--- config.mk ---
export PLATFORM = sky130hd
export DESIGN_NAME = bcd_score_keeper
export DESIGN_NICKNAME = d
export VERILOG_FILES = /design/src/rtl/bcd_pkg.sv /design/src/rtl/bcd_digit_addsub.sv /design/src/rtl/bcd_score_keeper.sv
export SDC_FILE = /design/constraint.sdc
export NUM_CORES = 1
export LEC_CHECK = 0
export CORE_MARGIN = 3
export CORE_UTILIZATION = 25
export DETAILED_ROUTE_END_ITERATION = 8
export SLEW_MARGIN = 20
export SYNTH_ARGS = -nofsm -noshare
export SYNTH_HDL_FRONTEND = slang
export SYNTH_SLANG_ARGS = --single-unit
export TNS_END_PERCENT = 1
--- constraint.sdc ---
create_clock -name clk -period 8.75 [get_ports clk]
set_clock_uncertainty 0.05 [all_clocks]
set_input_delay 1.75 -clock clk [delete_from_list [all_inputs] [get_ports clk]]
set_output_delay 1.75 -clock clk [all_outputs]
set_load 0.05 [all_outputs]
--- src/rtl/bcd_pkg.sv ---
// Shared BCD digit type, limits and clamp helper for the score keeper.
// Latency: n/a (types and pure functions only).
// Backpressure: n/a.
package bcd_pkg;

  typedef logic [3:0] bcd_digit_t;

  localparam bcd_digit_t BCD_MAX          = 4'd9;
  localparam int         MAX_SCORE_DIGITS = 8;

  // Out-of-range BCD codes from the game FSM are read as the largest digit.
  function automatic bcd_digit_t bcd_clamp(input logic [3:0] v);
    return (v > BCD_MAX) ? BCD_MAX : v;
  endfunction

endpackage

--- src/rtl/bcd_digit_addsub.sv ---
// One BCD digit of a ripple add/subtract; carry_in/out doubles as borrow in subtract mode.
// Latency: purely combinational.
// Backpressure: none, always accepts its operands.
module bcd_digit_addsub
  import bcd_pkg::*;
(
  input  logic       sub_mode,
  input  bcd_digit_t a_dig,
  input  bcd_digit_t b_dig,
  input  logic       carry_in,
  output bcd_digit_t y_dig,
  output logic       carry_out
);

  logic [4:0] sum_raw;
  logic [4:0] diff_raw;

  // Binary add/subtract, then decimal-correct by +/-10 when the digit leaves 0..9.
  always_comb begin
    sum_raw   = {1'b0, a_dig} + {1'b0, b_dig} + {4'd0, carry_in};
    diff_raw  = {1'b0, a_dig} - {1'b0, b_dig} - {4'd0, carry_in};
    y_dig     = '0;
    carry_out = 1'b0;
    if (sub_mode) begin
      if (diff_raw[4]) begin
        y_dig     = diff_raw[3:0] + 4'd10;
        carry_out = 1'b1;
      end else begin
        y_dig     = diff_raw[3:0];
      end
    end else begin
      if (sum_raw > 5'd9) begin
        y_dig     = sum_raw[3:0] - 4'd10;
        carry_out = 1'b1;
      end else begin
        y_dig     = sum_raw[3:0];
      end
    end
  end

endmodule

--- src/rtl/bcd_score_keeper.sv ---
// Packed-BCD score with same-cycle bonus/penalty, sticky overflow and session high score.
// Latency: strobe at edge k shows on score_bcd after edge k; high_bcd lags score by one more edge.
// Backpressure: none, every strobe is consumed on the cycle it is presented.
module bcd_score_keeper
  import bcd_pkg::*;
#(
  parameter int NUM_DIGITS = 3,
  parameter bit SATURATE   = 1'b1
) (
  input  logic                    clk,
  input  logic                    rst_n,
  input  logic                    clear,
  input  logic                    hi_clear,
  input  logic                    add_valid,
  input  logic [3:0]              add_value,
  input  logic                    sub_valid,
  input  logic [3:0]              sub_value,
  output logic [4*NUM_DIGITS-1:0] score_bcd,
  output logic [4*NUM_DIGITS-1:0] high_bcd,
  output logic                    overflow,
  output logic                    new_high
);

  localparam int             W         = 4 * NUM_DIGITS;
  localparam logic [W-1:0]   ALL_NINES = {NUM_DIGITS{4'h9}};

  logic [W-1:0]      score_q, score_d;
  logic [W-1:0]      high_q, high_d;
  logic              overflow_q, overflow_d;
  logic              new_high_q, new_high_d;

  bcd_digit_t        add_term, sub_term, delta_mag;
  logic              do_add, do_sub;
  logic [W-1:0]      operand;
  logic [W-1:0]      chain_y;
  logic [NUM_DIGITS:0] chain_c;

  // Net the two strobes into a single magnitude and direction for the ripple chain.
  always_comb begin
    add_term  = add_valid ? bcd_clamp(add_value) : '0;
    sub_term  = sub_valid ? bcd_clamp(sub_value) : '0;
    do_add    = (add_term > sub_term);
    do_sub    = (sub_term > add_term);
    delta_mag = do_add ? (add_term - sub_term) : (sub_term - add_term);
    operand      = '0;
    operand[3:0] = delta_mag;
  end

  assign chain_c[0] = 1'b0;

  for (genvar i = 0; i < NUM_DIGITS; i++) begin : g_digit
    bcd_digit_addsub u_digit (
      .sub_mode  (do_sub),
      .a_dig     (score_q[4*i +: 4]),
      .b_dig     (operand[4*i +: 4]),
      .carry_in  (chain_c[i]),
      .y_dig     (chain_y[4*i +: 4]),
      .carry_out (chain_c[i+1])
    );
  end

  // Score next state: clear first, then overflow handling on add, zero floor on subtract.
  always_comb begin
    score_d    = score_q;
    overflow_d = overflow_q;
    if (clear) begin
      score_d    = '0;
      overflow_d = 1'b0;
    end else if (do_add) begin
      if (chain_c[NUM_DIGITS]) begin
        overflow_d = 1'b1;
        score_d    = SATURATE ? ALL_NINES : chain_y;
      end else begin
        score_d    = chain_y;
      end
    end else if (do_sub) begin
      score_d = chain_c[NUM_DIGITS] ? '0 : chain_y;
    end
  end

  // High score follows the registered score; packed BCD orders the same as plain unsigned.
  always_comb begin
    high_d     = high_q;
    new_high_d = 1'b0;
    if (hi_clear) begin
      high_d = '0;
    end else if (score_q > high_q) begin
      high_d     = score_q;
      new_high_d = 1'b1;
    end
  end

  // State registers; reset discards any strobe in flight.
  always_ff @(posedge clk or negedge rst_n) begin
    if (!rst_n) begin
      score_q    <= '0;
      high_q     <= '0;
      overflow_q <= 1'b0;
      new_high_q <= 1'b0;
    end else begin
      score_q    <= score_d;
      high_q     <= high_d;
      overflow_q <= overflow_d;
      new_high_q <= new_high_d;
    end
  end

  assign score_bcd = score_q;
  assign high_bcd  = high_q;
  assign overflow  = overflow_q;
  assign new_high  = new_high_q;

endmodule

# Word-level counts from Yosys, hierarchy flattened
# Cells that the tools add are included.
word_totals:
  output_inout_bits: 26
  input_bits: 14
  wordCells: 66
  register_bits: 26
classes:
  n_addsub: 14
  n_lt_le_gt_ge: 8
  mux: 35
  reduce_logical: 5
op_table:
  columns: ["operator", "count"]
  rows:
  - ["$mux W12", 7]
  - ["$mux W4", 14]
  - ["$gt A5 B4 Y1 const B", 3]
  - ["$mux W1", 14]
  - ["$add A4 B4 Y4 const B", 3]
  - ["$gt A12 B12 Y1", 1]
  - ["$sub A4 B4 Y4 const B", 3]
  - ["$add A4 B1 Y5", 2]
  - ["$sub A4 B1 Y5", 2]
  - ["$gt A4 B4 Y1", 2]
  - ["$gt A4 B4 Y1 const B", 2]
  - ["$sub A4 B4 Y4", 2]
  - ["$reduce_bool A2 Y1", 3]
  - ["$add A4 B4 Y5", 1]
  - ["$sub A4 B4 Y5", 1]
  - ["$reduce_bool A3 Y1", 1]
  - ["$reduce_and A2 Y1", 1]

# Logic depth before layout (Yosys ltp)
# Gate-level depths: netlist of the first run.
depth:
  word_depth: 21
  mapped_depth: 32
  depth_no_buf: 32

# Cells and area by module
# From an unflattened synthesis of the first run, not the netlist that was laid out.
hier_totals:
  hier_cells: 460
  area_unflattened_um2: 3792.4
by_module_without_submodules:
  columns: ["module", "n_inst", "seq_area_each_um2", "cells_per_inst", "area_per_inst_um2"]
  rows:
  - ["bcd_score_keeper", 1, 650.6, 244, 2054.5]
  - ["bcd_digit_addsub", 3, 0.0, 72, 579.3]

# Least setup slack after synthesis of the first run
# Ideal clock, no wire load.
synth_path:
  kind: "input port to flip-flop"
  startpoint: "input port sub_value[1]"
  endpoint: "register score_q[2] (netlist: score_bcd[2])"
  arrival_ns: 8.169
  n_path_buf: 1
  setup_slack_ns: 0.410
  stages: 32
  required_time_ns: 8.578
  setup_time_ns: 0.122
  cell_sequence: "o21a_1 > o21ai_0 > inv_1 > ha_1 > fa_1 > and3b_1 > o21ai_1 > a211oi_1 > and4b_1 > xnor2_1 > ha_1 > inv_1 > and3_1 > or2_2 > nand2b_1 > a31oi_1 > ha_1 > ha_1 > buf_2 > and4b_1 > mux2_2 > o31ai_1 > ha_1 > ha_1 > xor2_1 > inv_1 > ha_1 > a21boi_0 > mux2i_2 > o211ai_4 > a211oi_1 > a32o_1"
synth_between:
  elab_chain_cells: 21
  elab_cells_between_ends: 37
  cone_classes: "10 x add/sub; 6 x order compare; 20 x mux; 1 x reduce/logical"
synth_lines:
  columns: ["element", "line_no", "rtl"]
  rows:
  - ["start, declared", "bcd_score_keeper.sv:17", "input logic [3:0] sub_value,"]
  - ["$gt A4 B4 Y1", "bcd_pkg.sv:13", "return (v > BCD_MAX) ? BCD_MAX : v;"]
  - ["$mux W4 *", "bcd_pkg.sv:13", null]
  - ["$mux W4 *", "bcd_score_keeper.sv:41", "sub_term = sub_valid ? bcd_clamp(sub_value) : '0;"]
  - ["$sub A4 B4 Y4 or $gt A4 B4 Y1 (tied branches)", "bcd_score_keeper.sv:44, bcd_score_keeper.sv:42", null]
  - ["$mux W4", "bcd_score_keeper.sv:44", "delta_mag = do_add ? (add_term - sub_term) : (sub_term - add_term);"]
  - ["$add A4 B4 Y5", "bcd_digit_addsub.sv:20", "sum_raw = {1'b0, a_dig} + {1'b0, b_dig} + {4'd0, carry_in};"]
  - ["$gt A5 B4 Y1", "bcd_digit_addsub.sv:32", "if (sum_raw > 5'd9) begin"]
  - ["$mux W1", "bcd_digit_addsub.sv:32", null]
  - ["[... 5 more ...]", null, null]
  - ["$add A4 B1 Y5", "bcd_digit_addsub.sv:20", null]
  - ["$gt A5 B4 Y1", "bcd_digit_addsub.sv:32", null]
  - ["$mux W1", "bcd_digit_addsub.sv:32", null]
  - ["$mux W1", "bcd_digit_addsub.sv:24", "if (sub_mode) begin"]
  - ["$mux W12", "bcd_score_keeper.sv:77", "score_d = chain_c[NUM_DIGITS] ? '0 : chain_y;"]
  - ["$mux W12", "bcd_score_keeper.sv:76", "end else if (do_sub) begin"]
  - ["$mux W12", "bcd_score_keeper.sv:69", "end else if (do_add) begin"]
  - ["$mux W12", "bcd_score_keeper.sv:66", "if (clear) begin"]
  - ["end signal, assigned", "bcd_score_keeper.sv:101", "score_q <= score_d;"]
  - ["end, declared", "bcd_score_keeper.sv:27", "logic [W-1:0] score_q, score_d;"]
# Mark *: on every way between the ends. The rest lies on a longest branch, timed or not. The select of a mux whose other input is x is not followed.
# A chain may end at the register's enable or synchronous reset.

# Worst setup path in the final report of the first run
layout_path:
  startpoint: "input port sub_value[1]"
  endpoint: "register score_q[10] (netlist: score_bcd[10])"
layout_between:
  elab_chain_cells: 21
  elab_cells_between_ends: 37
  cone_classes: "10 x add/sub; 6 x order compare; 20 x mux; 1 x reduce/logical"
layout_lines:
  columns: ["element", "line_no", "rtl"]
  rows:
  - ["$gt A4 B4 Y1", "bcd_pkg.sv:13", null]
  - ["$mux W4 *", "bcd_pkg.sv:13", null]
  - ["$mux W4 *", "bcd_score_keeper.sv:41", null]
  - ["$sub A4 B4 Y4 or $gt A4 B4 Y1 (tied branches)", "bcd_score_keeper.sv:44, bcd_score_keeper.sv:42", null]
  - ["$mux W4", "bcd_score_keeper.sv:44", null]
  - ["$add A4 B4 Y5", "bcd_digit_addsub.sv:20", null]
  - ["$gt A5 B4 Y1", "bcd_digit_addsub.sv:32", null]
  - ["$mux W1", "bcd_digit_addsub.sv:32", null]
  - ["[... 5 more ...]", null, null]
  - ["$add A4 B1 Y5 or $sub A4 B1 Y5 (tied branches)", "bcd_digit_addsub.sv:20, bcd_digit_addsub.sv:21", null]
  - ["$sub A4 B4 Y4, or another cell as far along", "bcd_digit_addsub.sv:33", "y_dig = sum_raw[3:0] - 4'd10;"]
  - ["$mux W4, or another cell as far along", "bcd_digit_addsub.sv:32", null]
  - ["$mux W4 or $mux W1 (tied branches)", "bcd_digit_addsub.sv:24", null]
  - ["$mux W12", "bcd_score_keeper.sv:77", null]
  - ["$mux W12", "bcd_score_keeper.sv:76", null]
  - ["$mux W12", "bcd_score_keeper.sv:69", null]
  - ["$mux W12", "bcd_score_keeper.sv:66", null]
# Marked as above.

==> results of run 1 <==
-- metrics by stage --
| stage | hold WS, ns | util [%] |
|---|---|---|
| after global routing | 0.5406 | 32.90 |
| after CTS | 0.5200 | 32.24 |
| after floorplan | 0.6982 | - |
| after global placement | 0.5047 | 31.51 |
| final | 0.5242 | 32.90 |
| after detailed placement | 0.4980 | 31.55 |
-- report_power, final --
| part | internal (W) | total (W) | switching, W |
|---|---|---|---|
| Combinational | 0.000516 | 0.00128 | 0.000765 |
| Clock | 0.0000701 | 0.000114 | 0.0000437 |
| Sequential | 0.000158 | 0.000233 | 0.0000746 |
| Total | 0.000744 | 0.00163 | 0.000883 |
-- registers in the layout, indices dropped and copies added (netlist names) --
name,cells
overflow,1
new_high,1
high_bcd,12
score_bcd,12
-- final timing paths --
| check | startpoint | end | cells after the start |
|---|---|---|---|
| worst max-delay path | sub_value[1] | score_bcd[10] | 33 |
| worst min register to register | overflow | overflow | 2 |
| min in group asynchronous | rst_n | high_bcd[2] | 2 |
| worst min-delay path | overflow | overflow | 2 |
| max in group asynchronous | rst_n | score_bcd[7] | 2 |
| worst max register to register | score_bcd[0] | score_bcd[10] | 22 |
-- area by class of cell --
cell class	instances	area (sq um)	area share [%]
Inverter	43	161.4	3.795
Sequential cell	26	650.6	15.30
Multi-Input combinational cell	330	2544	59.81
Clock buffer	4	88.84	2.089
Tap cell	172	215.2	5.060
Timing Repair Buffer	66	593.1	13.95
-- per-layer routing --
metal,global-route usage [%],vias to the layer above,share of wire (%)
met3,1.843,10,4.3
li1,-,1638,-
met4,1.959,0,1.0
met5,0,-,0
met1,17.08,1630,45
met2,23.70,84,49
-- worst max-delay path: cells and delay by family --
family / cells / cell delay (ns)
AO/OA/AOI/OAI: 10 / 2.02
adder cells (fa/ha/maj): 8 / 1.96
XOR/XNOR: 2 / 0.30
buffers and inverters: 5 / 0.75
AND/OR/NAND/NOR: 7 / 1.36
multiplexers: 1 / 0.29
-- cell families after synthesis --
logic type,Yosys count,synth area share [%]
flip-flops,26,19.22
XOR/XNOR,12,3.105
buffers and inverters,66,8.059
AND/OR/NAND/NOR,142,24.07
adder cells (fa/ha/maj),47,18.26
AO/OA/AOI/OAI,125,25.95
multiplexers,4,1.331
-- timing repair --
action / in CTS / in global routing
gates resized for setup: 0 / 17
setup endpoints to repair: 0 / 13
setup buffers: 0 / 0
-- cells in the final DEF (no fill, tap or decap), types with 4 or more instances in the layout --
cell type                         Yosys  layout
sky130_fd_sc_hd__nor2_1              20      20
sky130_fd_sc_hd__a21oi_1             22      22
sky130_fd_sc_hd__nand4_1             16      16
sky130_fd_sc_hd__dfrtp_1             26      26
sky130_fd_sc_hd__o21ai_0             24      23
sky130_fd_sc_hd__buf_4                1      27
sky130_fd_sc_hd__o22ai_1              5       5
sky130_fd_sc_hd__o211ai_1             4       4
sky130_fd_sc_hd__nor3_1              12      12
sky130_fd_sc_hd__nand3_1             18      17
sky130_fd_sc_hd__and3_1               4       4
sky130_fd_sc_hd__o21a_1               4       4
sky130_fd_sc_hd__a31oi_1              6       4
sky130_fd_sc_hd__a21o_1               4       4
sky130_fd_sc_hd__a2bb2oi_1            4       4
sky130_fd_sc_hd__a22oi_1             12      12
sky130_fd_sc_hd__nor2b_1              6       6
sky130_fd_sc_hd__xor2_1               6       5
sky130_fd_sc_hd__fa_1                 4       4
sky130_fd_sc_hd__nand2_1             22      22
sky130_fd_sc_hd__nand2b_1             9       9
sky130_fd_sc_hd__clkdlybuf4s50_1      0      39
sky130_fd_sc_hd__xnor2_1              6       6
sky130_fd_sc_hd__inv_1               43      43
sky130_fd_sc_hd__ha_1                43      40
sky130_fd_sc_hd__nor3b_1              9       9
==> results.md, run 1 <==
- Status: complete, no violations
- Antenna viol nets, final: 0
- Routed via count divided by cell count: 5.245
- Fraction of synthesis flops using an asynchronous set or reset pin: 100.0%
- Worst setup slack for register-to-register paths: 3.63 ns
- Area enclosed by the die boundary: 0.01497 sq mm
- Filler cells: 1369
- Unique masters post-synth: 74
- Cell seen most often among critical-path stages: sky130_fd_sc_hd__ha_1
- Tot GR Track Use: 13.18%
- Placed cell area: 0.004079 sq mm
- Routed len/inst: 15.37 um
- Number of top-level design ports: 40
- Synthesized instance count: 422
- Drt first pass iters: 5
- Hold Fails Final Rpt: 0
- Critical path endpoint category: register
- Setup total negative slack: 0 ns
- Slowest stage cell on the critical path: sky130_fd_sc_hd__clkdlybuf4s50_1
- Reported leakage power: 1.793 nW
- Headroom to the max-slew limit: 32.39%
- PD cells: 382.6 mW/mm^2
- Synthesized area: 0.003384 sq mm
- Largest area contributor in the synthesized netlist: sky130_fd_sc_hd__dfrtp_1
- Setup violations, final: 0
- Share of post-route cells with drive strength above 1: 13.43%
- Post-synth EDFFs: 0
- Area Overhead vs Synth: 25.66%
- Mean post-synth cell area: 8.020 sq um
- Root Driver: sky130_fd_sc_hd__clkbuf_16
- Setup slack after placement: -0.1549 ns
- IO buf count: 39
- Required time at the endpoint of the critical path: 8.87 ns
- Sink count of the clock tree: 26
- Area share of the leading cell type in the synthesized netlist: 19.22%
- Pwr Total: 0.001627 W
- DRC violations left: 0
- Final count of pins violating max slew: 0
- Horizontal die dimension: 122.4 um
- Final Routed Wirelength: 9.851 mm
- Net count, final: 531
- Weighted congestion at the end of routability-driven global placement: 0.8192
- Period Utilization, post-route: 95.26%
- Core region area: 0.01293 sq mm
- Maximum root-to-sink buffer count: 2
- Pin count of the biggest net entering global routing: 27
- Deepest level of the CTS H-tree: 1
- Antenna fix cells: 0
- First-pass GRT wire length: 16.35 mm
- Number of buffers inserted during clock tree synthesis: 3
- Post-synth top flop: sky130_fd_sc_hd__dfrtp_1
- Critical path class: primary input to register
- HP Class: register to register
- Max-capacitance violation count: 0
- DRC marker count from the first detailed-route iteration: 180
- Floorplan die height: 122.4 um
- Part of the Yosys area used for sequential elements: 19.22%
- Post-layout instance area: 0.004253 sq mm
- Total via count in the routed design: 3362
- Time the final worst path needs with I/O delays and setup: 8.335 ns
- Number of hold-repair buffers added at the cts stage: 0
- Startpoint Class: primary input
- Initial antenna violation count: 0
- Overall overflow remaining after global route: 0
- Dpl hpwl: 7.606 mm
- Post-route worst setup slack: 0.4146 ns
- Non-filler cells in the finished layout: 641
- Cells taking the most area after synthesis: sky130_fd_sc_hd__dfrtp_1 19%, sky130_fd_sc_hd__ha_1 16%, sky130_fd_sc_hd__inv_1 4.8%
- Clock edge transition at the registers on the reported setup and hold paths: 0.07 ns
- TritonCTS clock tree: done
- Critical Path Fanout Max: 7
- Source-to-sink clock delay at the later pin of the worst-skew pair: 0.26 ns
- Number of nets produced by synthesis: 483
- Cell types with the highest counts after synthesis: 43 x sky130_fd_sc_hd__ha_1, 43 x sky130_fd_sc_hd__inv_1, 26 x sky130_fd_sc_hd__dfrtp_1, 24 x sky130_fd_sc_hd__o21ai_0
- Maximum frequency from static timing analysis: 120.0 MHz
- Worst path arrival time: 8.45 ns
- Via count of the first global-routing pass: 3387
- Number of standard-cell rows in the floorplan: 41
- Initial Utilization: 26.18%
- Delay of the slowest critical-path stage: 0.42 ns
- Cell total after placement: 636
- Yosys warns: 0
- Flop and latch count out of synthesis: 26
- Transition time of the tightest slew-check pin: 1.007 ns
- Max rail drop VDD: 0.1488 mV
Power figures use the tool's default switching activity.
==> inputs of run 2 (changes only) <==
- PLACE_DENSITY_LB_ADDON: default -> 0.1
==> results.md, run 2 (same netlist as run 1, synthesis figures left out) <==
- Startpoint Class: primary input
- Pin count of the biggest net entering global routing: 27
- Final Routed Wirelength: 10.45 mm
- Antenna fix cells: 0
- Root Driver: sky130_fd_sc_hd__clkbuf_16
- Transition time of the tightest slew-check pin: 0.9406 ns
- Setup slack after placement: -0.08376 ns
- Cell seen most often among critical-path stages: sky130_fd_sc_hd__ha_1
- Placed cell area: 0.004149 sq mm
- Share of post-route cells with drive strength above 1: 14.82%
- Area Overhead vs Synth: 27.02%
- Post-layout instance area: 0.004299 sq mm
- HP Class: register to register
- First-pass GRT wire length: 17.48 mm
- Via count of the first global-routing pass: 3349
- Leading cell types in the layout, fill and taps excluded: 43 x sky130_fd_sc_hd__inv_1, 41 x sky130_fd_sc_hd__ha_1, 39 x sky130_fd_sc_hd__clkdlybuf4s50_1
- Number of top-level design ports: 40
- Utilization of the core after routing: 33.26%
- Max-capacitance violation count: 0
- Setup violations, final: 0
- Routed via count divided by cell count: 5.200
- Number of hold-repair buffers added at the cts stage: 0
- Total via count in the routed design: 3385
- Time the final worst path needs with I/O delays and setup: 8.301 ns
- Reported leakage power: 1.842 nW
- Source-to-sink clock delay at the later pin of the worst-skew pair: 0.26 ns
- Hold Fails Final Rpt: 0
- Sink count of the clock tree: 26
- Number of buffers inserted during clock tree synthesis: 3
- RSZ-0062 raised after global routing: yes
- DRC marker count from the first detailed-route iteration: 236
- Filler cells: 1392
- PD cells: 388.2 mW/mm^2
- Initial antenna violation count: 0
- TritonCTS clock tree: done
- Critical Path Fanout Max: 7
- IO buf count: 39
- Critical path endpoint category: register
- Required time at the endpoint of the critical path: 8.86 ns
- Routed len/inst: 16.05 um
- Maximum root-to-sink buffer count: 2
- Floorplan die height: 122.4 um
- Weighted congestion at the end of routability-driven global placement: 0.8893
- Net count, final: 541
- Headroom to the max-slew limit: 36.87%
- Number of standard-cell rows in the floorplan: 41
- Maximum frequency from static timing analysis: 120.5 MHz
- Delay of the slowest critical-path stage: 0.42 ns
- Worst path arrival time: 8.41 ns
- Antenna viol nets, final: 0
- Post-route worst setup slack: 0.4494 ns
- Max rail drop VDD: 0.1697 mV
- Status: complete, no violations
- DRC violations left: 0
- Deepest level of the CTS H-tree: 1
- Period Utilization, post-route: 94.86%
- Dpl hpwl: 8.258 mm
- Core region area: 0.01293 sq mm
- Most common library cell in the layout ignoring fill and taps: sky130_fd_sc_hd__inv_1
- Tot GR Track Use: 14.37%
- Critical path class: primary input to register
- Initial Utilization: 26.18%
- Clock edge transition at the registers on the reported setup and hold paths: 0.07 ns
- Overall overflow remaining after global route: 0
- Final count of pins violating max slew: 0
- Area enclosed by the die boundary: 0.01497 sq mm
- Worst slack on hold paths: 0.5071 ns
- Slowest stage cell on the critical path: sky130_fd_sc_hd__clkdlybuf4s50_1
- Horizontal die dimension: 122.4 um
- Drt first pass iters: 4
run 2: cell types whose count changed in the layout (fill, tap and decap cells not counted), sizes merged:
cell,delta
buf,+10
run 2: layout make-up:
cell class,count,area [sq um],share of cell area [%]
flip-flops and latches,26,650.6,15.13
well taps,172,215.2,5.006
repair buffers,76,668.1,15.54
clock buffers,4,88.84,2.066
inverters,43,161.4,3.754
multi-input cells,330,2515,58.50
run 2: routing by layer:
layer,global-route usage (%),share of wire (%),routed length [um]
met1,20.87,49,5158
met5,0,0,0
met3,1.613,3.2,330
met2,23.36,46,4833
met4,2.239,1.2,125
run 2: timing repair:
action	4_1_cts	5_1_grt
buffers inserted	0	1
gates resized for setup	0	14
endpoints found under the setup margin	0	13
run 2: per-stage QoR:
step / std cells / TNS (ns) / power, W
2_1_floorplan: 422 / 0 / 0.001102
3_3_place_gp: 646 / 0 / 0.001523
3_5_place_dp: 646 / -0.4648 / 0.001522
4_1_cts: 650 / 0 / 0.001647
5_1_grt: 651 / 0 / 0.001823
6_report: 651 / 0 / 0.001669
run 2: worst paths after layout:
| kind | slack, ns | cells after the start | startpoint | end |
|---|---|---|---|---|
| max reg2reg | 3.63 | 21 | score_bcd[2] | score_bcd[2] |
| min | 0.51 | 2 | overflow | overflow |
| min in group asynchronous | 1.82 | 2 | rst_n | high_bcd[4] |
| min reg2reg | 0.51 | 2 | overflow | overflow |
| max | 0.45 | 32 | sub_value[1] | score_bcd[2] |
| max in group asynchronous | 6.57 | 2 | rst_n | score_bcd[5] |
run 2: power by group:
part	internal (W)	total (W)	switching (W)
combinational	0.000542	0.00132	0.000780
sequential	0.000158	0.000232	0.0000735
clock	0.0000701	0.000114	0.0000443
total	0.000771	0.00167	0.000898
run 2: critical path, delay by kind of cell:
family          cells  cell delay, ns
compound gates     11            2.05
xor+xnor            2            0.43
buf+inv             4            0.72
simple gates        4            0.95
mux                 3            0.57
fa+ha+maj           8            1.95
==> inputs of run 3 (changes only) <==
- REMOVE_ABC_BUFFERS: default -> 1
==> results.md, run 3 (same netlist as run 1, synthesis figures left out) <==
- Setup violations, final: 0
- Slowest stage cell on the critical path: sky130_fd_sc_hd__clkdlybuf4s50_1
- Number of top-level design ports: 40
- Required time at the endpoint of the critical path: 8.86 ns
- Horizontal die dimension: 122.4 um
- Area enclosed by the die boundary: 0.01497 sq mm
- Net count, final: 537
- Final count of pins violating max slew: 0
- Drt first pass iters: 5
- Reported leakage power: 1.823 nW
- DRC marker count from the first detailed-route iteration: 189
- Via count of the first global-routing pass: 3273
- First-pass GRT wire length: 17.11 mm
- Status: complete, no violations
- Leading cell types in the layout, fill and taps excluded: 43 x sky130_fd_sc_hd__inv_1, 40 x sky130_fd_sc_hd__ha_1, 39 x sky130_fd_sc_hd__clkdlybuf4s50_1
- Time the final worst path needs with I/O delays and setup: 8.299 ns
- Most common library cell in the layout ignoring fill and taps: sky130_fd_sc_hd__inv_1
- Setup slack after placement: -0.1200 ns
- Routed via count divided by cell count: 5.153
- Antenna viol nets, final: 0
- Launch point of the worst path: add_value[3]
- Multi-input logic area: 0.002539 sq mm
- Root Driver: sky130_fd_sc_hd__clkbuf_16
- Initial Utilization: 26.18%
- Total via count in the routed design: 3334
- Area Overhead vs Synth: 26.84%
- Transition time of the tightest slew-check pin: 1.104 ns
- Deepest level of the CTS H-tree: 1
- Number of standard-cell rows in the floorplan: 41
- Core region area: 0.01293 sq mm
- Worst hold path depth: 2
- Critical path endpoint category: register
- Number of buffers inserted during clock tree synthesis: 3
- Hold Fails Final Rpt: 0
- Period Utilization, post-route: 94.85%
- IO buf count: 39
- Initial antenna violation count: 0
- Max rail drop VDD: 0.1222 mV
- Share of post-route cells with drive strength above 1: 14.32%
- Delay of the slowest critical-path stage: 0.50 ns
- Sequential cell area: 650.6 sq um
- Post-route worst setup slack: 0.4508 ns
- HP Class: register to register
- Maximum frequency from static timing analysis: 120.5 MHz
- Cell seen most often among critical-path stages: sky130_fd_sc_hd__ha_1
- Non-filler cells in the finished layout: 647
- Startpoint Class: primary input
- Cell total after placement: 641
- Source-to-sink clock delay at the later pin of the worst-skew pair: 0.27 ns
- Max-capacitance violation count: 0
- Floorplan die height: 122.4 um
- Launch instance of the worst min-delay path: overflow
- TritonCTS clock tree: done
- Worst slack on hold paths: 0.4860 ns
- Worst path arrival time: 8.41 ns
- DRC violations left: 0
- Clock edge transition at the registers on the reported setup and hold paths: 0.08 ns
- Critical Path Fanout Max: 6
- Final Routed Wirelength: 10.51 mm
- Dpl hpwl: 7.944 mm
- Sink count of the clock tree: 26
- Routed len/inst: 16.25 um
- Worst reg-to-reg path cell count: 22
- Filler cells: 1402
- Headroom to the max-slew limit: 25.91%
- Weighted congestion at the end of routability-driven global placement: 0.8340
- PD cells: 385.4 mW/mm^2
- Startpoint of the most critical register-to-register path: score_bcd[0]
- Tot GR Track Use: 14.23%
- Antenna fix cells: 0
- Pin count of the biggest net entering global routing: 27
- Critical path class: primary input to register
- Overall overflow remaining after global route: 0
- Maximum root-to-sink buffer count: 2
-- run 3: report_power, final --
group | leakage (nW) | total (W) | internal, W | switching (W)
clock | 0.0442 | 0.000120 | 0.0000704 | 0.0000497
combinational | 1.43 | 0.00130 | 0.000523 | 0.000780
sequential | 0.351 | 0.000232 | 0.000158 | 0.0000738
total | 1.82 | 0.00165 | 0.000751 | 0.000903
-- run 3: routing by layer --
layer	routed length (um)	track usage, %
met5	0	0
met4	104	2.099
met3	383	1.613
met2	4977	24.53
met1	5046	19.55
-- run 3: area by class of cell --
| type | count | area share [%] |
|---|---|---|
| Multi-Input combinational cell | 330 | 59.14 |
| Tap cell | 172 | 5.013 |
| Clock buffer | 4 | 2.069 |
| Sequential cell | 26 | 15.16 |
| Inverter | 43 | 3.760 |
| Timing Repair Buffer | 72 | 14.86 |
-- run 3: timing repair --
action,in CTS,in global routing
buffers inserted,0,2
hold buffers,0,0
resized for setup,0,15
endpoints found under the setup margin,0,13
-- run 3: worst paths after layout --
path                                end  slack, ns
max                        score_bcd[3]       0.45
min reg2reg                    overflow       0.49
max in group asynchronous  score_bcd[8]       6.56
min in group asynchronous   high_bcd[4]       1.82
max reg2reg                score_bcd[3]       3.56
min                            overflow       0.49
-- run 3: per-stage QoR --
step	util, %	cell area (sq um)	TNS [ns]	power [W]
finish	33.21	4293	0	0.001655
global route	33.21	4293	-0.009885	0.001814
CTS	32.52	4204	0	0.001636
detailed placement	31.83	4115	-0.9434	0.001506
global placement	31.80	4111	0	0.001507
floorplan	-	3273	0	0.001071
-- run 3: worst max-delay path: cells and delay by family --
kind / cells / cell delay, ns
xor gates and xnor gates: 2 / 0.29
AOI/OAI and AO/OA: 9 / 1.71
buffers and inverters: 5 / 0.91
muxes: 2 / 0.44
and+or+nand+nor: 7 / 1.38
adders and majority gates: 8 / 1.92
